## config.mk

```make
export PLATFORM = sky130hd
export DESIGN_NAME = xnor_lfsr_descrambler
export DESIGN_NICKNAME = d
export VERILOG_FILES = /design/src/rtl/xnor_lfsr_descrambler.sv
export SDC_FILE = /design/constraint.sdc
export NUM_CORES = 1
export LEC_CHECK = 0
export CAP_MARGIN = 0
export CORE_MARGIN = 5
export CORE_UTILIZATION = 43
export DETAILED_ROUTE_END_ITERATION = 7
export HOLD_SLACK_MARGIN = 0.12
export PLACE_DENSITY = 0.82
export RECOVER_POWER = 50
export REMOVE_ABC_BUFFERS = 1
export SLEW_MARGIN = 20
export SYNTH_ARGS = -nofsm -noshare
export SYNTH_HDL_FRONTEND = slang
export SYNTH_SLANG_ARGS = --single-unit
```

## constraint.sdc

```tcl
create_clock -name clk -period 1.2 [get_ports clk]
set_input_delay 0.18 -clock clk [delete_from_list [all_inputs] [get_ports clk]]
set_output_delay 0.18 -clock clk [all_outputs]
set_load 0.05 [all_outputs]
```

## src/rtl/xnor_lfsr_descrambler.sv

```systemverilog
// -----------------------------------------------------------------------------
// xnor_lfsr_descrambler
//   Self-synchronizing descrambler for an XNOR-feedback LFSR scrambled link.
//   Each accepted WIDTH-bit word is descrambled in one cycle, with bit 0 being
//   the oldest bit on the line. The shift register is loaded with the received
//   (scrambled) bits, so it re-aligns to the transmitter after LFSR_LEN bits.
//   out_sync marks words whose first bit saw a fully primed register.
//
//   Optional feature: define XNOR_DESCR_BYPASS_EN to add the 'bypass' input.
//   When that input is high, an accepted word passes through unchanged, but the
//   LFSR and the fill tracking still advance.
//
// Ports
//   clk, rst_n         rising-edge clock, asynchronous active-low reset
//   flush              synchronous clear: LFSR, output stage and fill state
//   bypass             (XNOR_DESCR_BYPASS_EN only) pass word through unchanged
//   in_valid/in_ready  scrambled word handshake (in_data)
//   out_valid/out_ready descrambled word handshake (out_data, out_sync)
// -----------------------------------------------------------------------------

// One descrambled bit: data = XNOR of received bit with the two taps.
module xnor_descr_lane (
   input  logic c,
   input  logic tap_a,
   input  logic tap_b,
   output logic d
);
   assign d = ~(c ^ tap_a ^ tap_b);
endmodule

module xnor_lfsr_descrambler #(
   parameter int WIDTH    = 8,
   parameter int LFSR_LEN = 7,
   parameter int TAP_A    = 7,
   parameter int TAP_B    = 6
) (
   input  logic             clk,
   input  logic             rst_n,
   input  logic             flush,
`ifdef XNOR_DESCR_BYPASS_EN
   input  logic             bypass,
`endif
   input  logic             in_valid,
   output logic             in_ready,
   input  logic [WIDTH-1:0] in_data,
   output logic             out_valid,
   input  logic             out_ready,
   output logic [WIDTH-1:0] out_data,
   output logic             out_sync
);

   localparam int FILL_WORDS = (LFSR_LEN + WIDTH - 1) / WIDTH;
   localparam int CNT_W      = (FILL_WORDS < 2) ? 1 : $clog2(FILL_WORDS + 1);

   typedef enum logic [0:0] {FILL = 1'b0, LOCKED = 1'b1} state_t;

   state_t              state;
   logic [CNT_W-1:0]    fill_cnt;
   logic [LFSR_LEN-1:0] s;
   logic [LFSR_LEN-1:0] s_next;
   logic [WIDTH-1:0]    tap_a_v, tap_b_v, desc;
   logic [WIDTH-1:0]    word_out;
   logic                accept;

   // Bit k sees the register after k shifts. Position i of that register
   // holds in_data[k-1-i] if it was shifted in during this word (i < k),
   // otherwise the old s[i-k]. Resolving taps this way avoids a serial chain.
   for (genvar k = 0; k < WIDTH; k++) begin : g_lane
      if (TAP_A - 1 < k) begin : g_ta_in
         assign tap_a_v[k] = in_data[k-TAP_A];
      end else begin : g_ta_s
         assign tap_a_v[k] = s[TAP_A-1-k];
      end
      if (TAP_B - 1 < k) begin : g_tb_in
         assign tap_b_v[k] = in_data[k-TAP_B];
      end else begin : g_tb_s
         assign tap_b_v[k] = s[TAP_B-1-k];
      end
      xnor_descr_lane u_lane (
         .c     (in_data[k]),
         .tap_a (tap_a_v[k]),
         .tap_b (tap_b_v[k]),
         .d     (desc[k])
      );
   end

   // Register contents after all WIDTH shifts (s[0] newest).
   for (genvar i = 0; i < LFSR_LEN; i++) begin : g_snext
      if (i < WIDTH) begin : g_from_in
         assign s_next[i] = in_data[WIDTH-1-i];
      end else begin : g_from_s
         assign s_next[i] = s[i-WIDTH];
      end
   end

`ifdef XNOR_DESCR_BYPASS_EN
   assign word_out = bypass ? in_data : desc;
`else
   assign word_out = desc;
`endif

   assign in_ready = ~flush & (~out_valid | out_ready);
   assign accept   = in_valid & in_ready;

   always_ff @(posedge clk or negedge rst_n) begin
      if (!rst_n) begin
         s         <= '0;
         state     <= FILL;
         fill_cnt  <= '0;
         out_valid <= 1'b0;
         out_data  <= '0;
         out_sync  <= 1'b0;
      end else if (flush) begin
         s         <= '0;
         state     <= FILL;
         fill_cnt  <= '0;
         out_valid <= 1'b0;
         out_data  <= '0;
         out_sync  <= 1'b0;
      end else if (accept) begin
         s         <= s_next;
         out_valid <= 1'b1;
         out_data  <= word_out;
         // Sync reflects the state before this word updates it.
         out_sync  <= (state == LOCKED);
         if (fill_cnt != CNT_W'(FILL_WORDS))
            fill_cnt <= fill_cnt + CNT_W'(1);
         if (state == FILL && fill_cnt == CNT_W'(FILL_WORDS - 1))
            state <= LOCKED;
      end else if (out_ready) begin
         out_valid <= 1'b0;
      end
   end

endmodule

```

# Word level (Yosys, flattened, before mapping)
# Index checks and enable logic that the tools add are counted.
# classes
n_addsub	1
n_mux	15
n_bitwise	31
n_reduce_logical	5
# ops
op	n
8-bit 2-to-1 mux	2
1-bit bitwise XOR	16
7-bit 2-to-1 mux	2
1-bit NOT	12
1-bit 2-to-1 mux	11
2-bit nonzero test	2
3-bit nonzero test	1
1-bit bitwise AND	2
2-bit AND reduction	1
1-bit adder, second input constant	1
1-bit logical AND	1
1-bit OR	1
# totals
reg_bits	19
inputBits	13
output_inout_bits	11
elab_cells	58

# Longest topological paths before layout
# logic_depth
depth_word	6
depth_mapped	5

# Cells and area by module
# A second synthesis with hierarchy kept.
# hier_totals
hier_cells	92
hier_area_um2	1109.8
# by_module_without_submodules
mod	n_inst	cells_each	area_per_inst_um2	seq_area_each_um2
xnor_lfsr_descrambler	1	84	929.6	475.5
xnor_descr_lane	8	1	22.5	0.0

# Least setup slack after synthesis
# No wires, ideal clock.
# synth_path
path_type	register to register
from	register out_valid
to	register s[1]
arrival_time_ps	1493
required_time_ps	1075
slack_ps	-418
path_stages_with_launch	6
path_buffers	2
cell_sequence	dfrtp_1 nor2b_4 nor3b_2 buf_6 buf_12 mux2_4
# synth_via
elab_chain_cells	5
# synth_lines
item	line	source
start, declared	46	output logic out_valid,
start signal, assigned	110	out_valid <= 1'b0;
start signal, assigned	117	out_valid <= 1'b0;
start signal, assigned	122	out_valid <= 1'b1;
1-bit NOT	102	assign in_ready = ~flush & (~out_valid | out_ready);
1-bit OR	102	
1-bit bitwise AND	102	
1-bit bitwise AND	103	assign accept = in_valid & in_ready;
2-bit nonzero test (no line)	-	
end signal, assigned	121	s <= s_next;
end, declared	59	logic [LFSR_LEN-1:0] s;
# Every way passes these cells.
# A chain may end at the register's enable or synchronous reset.

# Final worst setup path
# layout_path
from	register out_valid
to	output port in_ready
# layout_via
elab_chain_cells	3
# layout_lines
item	line	source
1-bit NOT	102	
1-bit OR	102	
1-bit bitwise AND	102	
end, declared	44	output logic in_ready,
# Every way passes these cells.

==> impl_results.md <==
* Largest net degree at the start of global routing at 20
* Global routing usage on met3 at 2.715%
* DP HPWL at 1.542 mm
* Busiest metal layer after global routing: met2
* CORE AREA at 2191 µm²
* Via density per instance at 4.760
* Flip-flop and latch count after synthesis at 19
* Top-level port count at 24
* Final RePlAce weighted congestion at 0.7841
* Number of nets in the layout at 136
* Min-Delay Path Class: in -> async
* Worst Path Class, Setup: reg -> out
* Slew Limit Fails at 0
* Leading post-synthesis cells by cell area: dfrtp_1 49%, xnor2_1 14%, mux2i_1 8.2%
* Yosys top cell by area: dfrtp_1
* Max-cap violation count at 0
* Clock tree from TritonCTS: yes
* Clock-pin transition on the worst setup and hold timing paths at 110 ps
* Setup slack at placement at -397.2 ps
* Biggest fanout along the worst timing path at 2
* Clk network pwr share at 18.5%
* Clk sinks at 19
* Vias in the first global route at 793
* Total routing usage reported by global routing at 14.06%
* Power density normalized to cell area at 1108 nW/µm²
* Final clock skew at 5.306 ps
* Run status: finished, violations left
* Category of the worst setup path launch point: flip-flop
* Clk_lat worst skew at 300 ps
* Library cells used by synthesis at 18
* Post-detailed-route count of antenna-violating nets at 0
* Endpoints failing hold at 0
* Highest clock frequency the design can meet at 0.7291 GHz
* Violated checks: negative setup slack
* Leak at 0.7070 nW
* Die outline width at 57.55 µm
* Initial antenna violation count at 0
* Number of cell instances on the worst register-to-register path at 4
* Met2 Usage GRT at 24.84%
* DIE HEIGHT at 57.55 µm
* Area added between synthesis and finish at 62.55%
* Mean area per synthesized cell at 12.31 µm²
* Site row count at 17
* Share of the synthesized area in the top cell type at 48.91%
* Normalized max-slew margin at 68.22%
* Setup slack of the most critical reg-to-reg path at -150 ps
* Total clock buffers created by CTS at 3
* Worst-margin pin slew at 476.6 ps
* Pwr Total at 1.751 mW
* Part of the total power dissipated in combinational logic at 37.8%
* Worst setup EP type: output port
* Ant diodes at 0
* Launch point of the worst reg-to-reg path: out_valid
* Fraction of layout instances using a drive strength above 1 at 37.70%
* Number of failing setup endpoints in the final timing report at 18
* Number of buffers between clock root and the deepest sink at 2
* Met1 track utilization from global routing at 14.85%
* Remaining global-route overflow at 0
* Wire length after detailed routing at 2.189 mm
* Sequential share of power at 43.7%
* Fin crit period at 1372 ps
* Net switching power figure at 0.5575 mW
* Vias at 714
* Cell at the root of the clock tree: clkbuf_4
* Data arrival, critical path at 1190 ps
* Remaining routing DRC violations at 0
* Synthesized netlist cell count at 79
* Unrepaired setup endpoints after global routing: true
* Filler instances at 153
* Htree depth at 1
* Final worst slack at -171.5 ps
* DR WL/cell at 14.59 µm
* Area of the die at 3312 µm²
* CP Data Required Time at 1020 ps
* Share of the yosys chip area belonging to registers at 48.91%
* Final worst path period share at 114.3%
* Internal portion of total power at 1.194 mW
* Reg2reg end: s[3]
* Initial core utilization at 44.37%
* Iteration-0 DRC Markers at 13
* Switching share of power at 31.84%
* Iteration count of the initial detailed-routing pass at 4
* Maximum vdd ir drop at 0.8395 mV
* Count of buffers from port buffering at 23
* Wire length of the first global-routing pass at 3.539 mm
* Synthesis warning total at 0
* Post-synth design cell area at 972.2 µm²
logic make-up after synthesis:
group	synth area share [%]
mux	17.89
simple gates	13.00
buf+inv	4.118
compound gates	1.674
xor+xnor	14.41
flops	48.91
cells in the mapped netlist:
master	number
buf_2	1
nor3b_1	1
mux2i_1	8
buf_12	1
nor2b_1	7
xnor2_1	16
a21o_2	1
o21a_1	1
nor2_1	3
nand2_1	8
buf_6	1
nor3b_2	1
mux2_2	7
clkinv_1	1
mux2_4	1
and2b_1	1
dfrtp_1	19
nor2b_4	1
metal layers:
| metal | wire [µm] | part of all wire (%) | vias to the layer above |
|---|---|---|---|
| met4 | 46 | 2.1 | 0 |
| li1 | - | - | 344 |
| met3 | 91 | 4.2 | 4 |
| met2 | 1157 | 53 | 17 |
| met5 | 0 | 0 | - |
| met1 | 893 | 41 | 349 |
cells in the final DEF, fill, tap and decap left out, drive strengths merged, types with 2 or more instances in the layout:
cell           count
clkdlybuf4s50     10
mux2               8
nor2               3
dfrtp             19
clkbuf             4
buf               29
mux2i              8
nor2b              8
xnor2             16
nor3b              2
clkinv             2
nand2              8
power groups by stage:
stage	logic, mW	registers [mW]	clock network (mW)
after global placement	0.601	0.772	0
after floorplan	0.180	0.881	0
after global routing	0.694	0.772	0.361
after detailed placement	0.611	0.777	0
after CTS	0.637	0.764	0.342
final	0.662	0.765	0.324
metrics by stage:
| stage | cell area [µm²] | hold slack (ps) | utilization [%] | setup TNS [ps] | instances |
|---|---|---|---|---|---|
| after floorplan | 935.9 | -115.6 | - | -15010 | 76 |
| after global placement | 1424 | 476.4 | 64.99 | -5890 | 142 |
| after detailed placement | 1424 | 475.6 | 64.99 | -6326 | 142 |
| after CTS | 1508 | 200.6 | 68.82 | -2408 | 147 |
| after global routing | 1580 | 401.1 | 72.13 | -3060 | 150 |
| final | 1580 | 353.0 | 72.13 | -2093 | 150 |
worst max-delay path: stages (launching register included):
cell and delay [ps]:
dfrtp_1 390, nor2b_4 140, buf_6 120, nor2_4 90
buf_12 140
area by class of cell:
cell class                      instances  area [µm²]  area share, %
Clock inverter                          1       5.005         0.3167
Tap cell                               28       35.03          2.217
Clock buffer                            3       22.52          1.425
Multi-Input combinational cell         56       496.7          31.43
Timing Repair Buffer                   42       541.8          34.28
Inverter                                1       3.754         0.2375
Sequential cell                        19       475.5          30.09
worst max-delay path by stage:
| stage | from | to | slack, ps | cells past startpoint |
|---|---|---|---|---|
| 6_report | out_valid | in_ready | -170 | 4 |
| 3_3_place_gp | out_ready | s[4] | -370 | 5 |
| 4_1_cts | out_valid | in_ready | -200 | 4 |
| 2_1_floorplan | out_valid | s[0] | -980 | 3 |
| 5_1_grt | out_valid | in_ready | -210 | 4 |
| 3_5_place_dp | out_ready | out_sync | -400 | 5 |
repair_timing:
| action | in CTS | in global routing |
|---|---|---|
| hold buffers | 0 | 0 |
| setup endpoints to repair | 17 | 19 |
| pin swaps | 1 | 1 |
| resized for setup | 13 | 7 |
| buffers inserted | 1 | 3 |
flip-flops by register name (all words and copies together) (netlist names):
name	count
state	1
s	7
out_valid	1
fill_cnt	1
out_sync	1
out_data	8
No activity file was read; power rests on OpenSTA's default activity.
